<file path="config.mk">
export PLATFORM = sky130hd
export DESIGN_NAME = reset_seq
export DESIGN_NICKNAME = d
export VERILOG_FILES = /design/src/rtl/reset_seq.sv
export SDC_FILE = /design/constraint.sdc
export NUM_CORES = 1
export LEC_CHECK = 0
export BUFFER_PORTS_ARGS = -buffer_cell sky130_fd_sc_hd__buf_2
export CAP_MARGIN = 25
export CORE_ASPECT_RATIO = 0.7
export CORE_MARGIN = 2
export CORE_UTILIZATION = 30
export DETAILED_ROUTE_END_ITERATION = 8
export PLACE_DENSITY = 0.47
export SYNTH_ARGS = -nofsm -noshare
export SYNTH_HDL_FRONTEND = slang
export SYNTH_SLANG_ARGS = --single-unit
</file>
<file path="constraint.sdc">
create_clock -name clock -period 3.3 [get_ports clock]
set_input_delay 0.66 -clock clock [delete_from_list [all_inputs] [get_ports clock]]
set_output_delay 0.66 -clock clock [all_outputs]
set_load 0.01 [all_outputs]
</file>
<file path="src/rtl/reset_seq.sv">
`timescale 1ns/1ps
// Purpose : staged reset sequencer; holds N_STAGES reset outputs until reset release and
//           PLL lock, waits DELAY_CYCLES, then releases one stage every STAGE_GAP cycles.
// Latency : res[k] falls DELAY_CYCLES + k*STAGE_GAP edges after the HOLD->COUNT edge (T0);
//           T0 follows SYNC_STAGES+1 edges after release/lock. No backpressure; async reset
//           forces all outputs instantly.
// Ports   : clock        - single clock, rising edge
//           async_res_n  - async active-low reset (async assert, synchronised release)
//           pll_lock     - async level, high when the clock source is stable
//           sw_res_req   - synchronous single-cycle request to replay the sequence
//           res          - active-high per-stage reset, bit 0 releases first
//           ready        - high only when every res bit is low
//           state        - FSM encoding HOLD=0, COUNT=1, STAGE=2, RUN=3
module reset_seq #(
  parameter logic [31:0] DELAY_CYCLES = 32'd8_000_000,
  parameter int          N_STAGES     = 4,
  parameter int          STAGE_GAP    = 1024,
  parameter int          CNT_W        = 32,
  parameter int          SYNC_STAGES  = 2
) (
  input  logic                clock,
  input  logic                async_res_n,
  input  logic                pll_lock,
  input  logic                sw_res_req,
  output logic [N_STAGES-1:0] res,
  output logic                ready,
  output logic [1:0]          state
);

  // A zero delay behaves as one cycle so the counter load never underflows.
  localparam logic [CNT_W-1:0] DLY_LOAD =
    (DELAY_CYCLES == 32'd0) ? '0 : CNT_W'(DELAY_CYCLES - 32'd1);
  localparam logic [CNT_W-1:0] GAP_LOAD = CNT_W'(STAGE_GAP - 1);

  typedef enum logic [1:0] {
    HOLD  = 2'd0,
    COUNT = 2'd1,
    STAGE = 2'd2,
    RUN   = 2'd3
  } state_t;

  state_t                 fsm;
  logic [CNT_W-1:0]       cnt;
  logic [SYNC_STAGES-1:0] rel_sync;
  logic [SYNC_STAGES-1:0] lock_sync;
  logic                   rel_ok;
  logic                   lock_ok;
  logic                   abort;
  logic [N_STAGES-1:0]    res_next;

  // Both synchronisers are cleared by the async reset so a lock seen before
  // reset never leaks into the next sequence.
  always_ff @(posedge clock or negedge async_res_n) begin
    if (!async_res_n) begin
      rel_sync  <= '0;
      lock_sync <= '0;
    end else begin
      rel_sync  <= {rel_sync[SYNC_STAGES-2:0], 1'b1};
      lock_sync <= {lock_sync[SYNC_STAGES-2:0], pll_lock};
    end
  end

  assign rel_ok  = rel_sync[SYNC_STAGES-1];
  assign lock_ok = lock_sync[SYNC_STAGES-1];

  // Lock loss and a software request share one path, so a coincident pair
  // produces exactly one HOLD entry.
  assign abort = !lock_ok || sw_res_req;

  // Released bits are shifted out from the bottom; an all-zero result means
  // the last stage is being released on this edge.
  assign res_next = res << 1;

  assign state = fsm;

  always_ff @(posedge clock or negedge async_res_n) begin
    if (!async_res_n) begin
      fsm   <= HOLD;
      res   <= '1;
      ready <= 1'b0;
      cnt   <= DLY_LOAD;
    end else begin
      case (fsm)
        HOLD: begin
          res   <= '1;
          ready <= 1'b0;
          cnt   <= DLY_LOAD;
          if (rel_ok && lock_ok) fsm <= COUNT;
        end
        default: begin
          if (abort) begin
            fsm   <= HOLD;
            res   <= '1;
            ready <= 1'b0;
            cnt   <= DLY_LOAD;
          end else if (fsm != RUN) begin
            // COUNT and STAGE share the same "count down, release one bit" step.
            if (cnt == '0) begin
              res <= res_next;
              cnt <= GAP_LOAD;
              if (res_next == '0) begin
                fsm   <= RUN;
                ready <= 1'b1;
              end else begin
                fsm <= STAGE;
              end
            end else begin
              cnt <= cnt - CNT_W'(1);
            end
          end
        end
      endcase
    end
  end

endmodule

</file>
==> results_dict.tcl <==
set metrics [dict create \
    ys_ff_latch 43 \
    postCtsResizedCells 0 \
    post_cts_buffers 0 \
    ys.flop_type "dfrtp_1" \
    cts_inserted_buffers 5 \
    ys_async_sr_fraction_pct 100 \
    slew_headroom_pct 58.4 \
    period_needed_ns 2.74 \
    vias 1735 \
    timing.final.hold_violations 0 \
    synthAdderAreaFrac_pct 0.561 \
    antenna_found_initial 0 \
    drt_iter0_markers 103 \
    fin_tns_setup_ns 0 \
    rr_startpoint "cnt[6]" \
    syn2layout_area_growth_pct 14.8 \
    yosys_warnings 0 \
    finalCritPeriodShare_pct 83.0 \
    placed_cell_area_um2 2420 \
    reg2reg_slack_ns 0.56 \
    leakage_nw 0.942 \
    core-area_um2 7250 \
    cts_tree "done" \
    min_path_type "in -> async" \
    nFillCells 729 \
    clk_latency_ns 0.30 \
    synth_xor_area_share_pct 6.68 \
    path_buf_inv 0 \
    hpwl_um 3670 \
    dr.pass1.iters 4 \
    timing.fmax_mhz 365 \
    skew_ns 0.00950 \
    seqCellArea_um2 1100 \
    cts_root_buffer "clkbuf_8" \
    yosysMostFrequentCell "nor2_1" \
    start_util_pct 30.7 \
    crit_path_start_kind "flop" \
    ios 11 \
    grt_max_degree 44 \
    cts.reportedPaths.clkPinSlew_ns 0.08 \
    rsz0062_at_grt "false" \
    synth_commonest_cells "nor2_1, dfrtp_1, dfstp_2, nand3_1, nand2_1" \
    path_common_cell "or3_1" \
    overflow 0 \
    rows 26 \
    fp.dieH_um 76.1 \
    setup_viol_count_final 0 \
    drc_errors 0 \
    grt_pass1_vias 1699 \
    slowest_delay_ns 0.66 \
    cp.required_ns 3.54 \
    synth_top_area_cell "dfrtp_1" \
    p_per_area_nw_per_um2 389 \
    final_cell_area_um2 2560 \
    nets 256 \
    holdBufCountCts 0 \
    cts.sinks 43 \
    grt_use_total_pct 14.1 \
    irDropWorstVdd_mv 0.154 \
    synth_area_per_cell_um2 9.53 \
    ant_nets 0 \
    syn-cell-area_um2 2230 \
    regToRegEndpoint "cnt[7]" \
    cp_max_fo 17 \
    die_width_um 107 \
    holdWs_ns 0.256 \
    slowest_stage "or4_1" \
    status "finished clean" \
    tightest_slew_ns 0.617 \
    multi_input_area_um2 1070 \
    seq_area_frac_synth_pct 49.3 \
    synthSimpleGateAreaFrac_pct 27.9 \
    r2r.worst_path.cells 5 \
    critPathCaptureType "flop" \
    gp_congestion 0.746 \
    path_class "reg -> reg" \
    synth_top_family_by_area "simple AND/OR/NAND/NOR gates" \
    arrival_ns 2.98 \
    htree_levels 2 \
    dieArea_um2 8150 \
    ctsLongestPathBuffers 2 \
    port-buffer-count 10 \
    synth_mux_area_share_pct 0 \
    report.final.slew_viol_count 0 \
    drt_wl_total_um 5210 \
    ys_top_cells_by_area "dfrtp_1, dfstp_2, xor2_1" \
    crit_chain "or4_1, or3_4, or3_1, a21oi_4, or3_1" \
    synthCells 234 \
    cp_top_family "simple AND/OR/NAND/NOR gates" \
    cap_violations 0 \
    synth_edf_count 0 \
    wl_per_cell_um 14.9 \
    yosysTopAreaCellShare_pct 26.9 \
    diodes 0 \
    synth_compound_area_share_pct 12.5 \
    grt_pass1_wl_um 9000 \
    synth_cell_type_count 42 \
    syn_nets 239 \
    drive_gt1_share_pct 21.4 \
    drt-vias-per-instance 4.96 \
]
-- report_power, final --
group / switching [mW] / internal (mW)
clock network: 0.186 / 0.245
logic: 0.0204 / 0.00881
registers: 0.00281 / 0.532
total: 0.209 / 0.786
-- worst max path at each step --
stage | depth (start not counted) | start | slack, ns | to
global placement | 5 | cnt[6] | 0.55 | cnt[7]
finish | 5 | cnt[6] | 0.56 | cnt[7]
floorplan | 8 | cnt[6] | 0.87 | cnt[27]
global route | 5 | cnt[4] | 0.41 | cnt[7]
CTS | 5 | cnt[6] | 0.51 | cnt[26]
detailed placement | 5 | cnt[6] | 0.53 | cnt[7]
-- per-layer routing --
| metal | part of all wire [%] | routed length (um) | vias to the layer above | GRT usage (%) |
|---|---|---|---|---|
| li1 | - | - | 895 | - |
| met1 | 58 | 3040 | 807 | 22.7 |
| met2 | 37 | 1950 | 28 | 18.3 |
| met3 | 3.6 | 185 | 5 | 3.17 |
| met4 | 0.73 | 38 | 0 | 3.90 |
| met5 | 0 | 0 | - | 0 |
-- per-stage QoR --
step	utilization, %	cells	power, mW	worst slack (ns)
floorplan	-	234	0.555	0.871
finish	35.3	350	0.995	0.561
global route	35.3	350	1.05	0.411
CTS	35.0	349	1.01	0.509
detailed placement	33.4	341	0.572	0.530
global placement	33.4	341	0.572	0.553
-- cells in the final DEF, fill, tap and decap left out, types with 4 or more instances in the layout --
master    instances
dfrtp_1          24
buf_2            10
nor4_1           12
dfstp_2          19
inv_1             4
nand3_1          18
nand2_1          16
nor2_1           28
or3_1             4
or4_1             8
buf_4             9
o21ai_0          13
a21oi_1           7
o31ai_1           4
clkbuf_8          6
nand4_1           4
xor2_1           14
nor3_1           12
-- registers in the layout, summed over array words and instances (netlist names) --
signal,flops
ready,1
state,2
rel_sync,2
cnt,32
res,4
lock_sync,2
-- layout make-up --
class                      instances  area share (%)
sequential                        43            43.0
timing repair buffer              20            5.38
multi-input combinational        177            41.7
clock inverter                     2            1.37
tap                               98            4.79
inverter                           4           0.587
clock buffer                       6            3.23
-- cells by family (layout without fill, tap and decap cells) --
group           count (synthesis)  in the layout
compound gates                 42             42
xor+xnor                       17             17
fa+ha+maj                       1              1
buf+inv                        14             32
flops                          43             43
other cells                     1              1
simple gates                  116            116
Power figures use the tool's default switching activity.
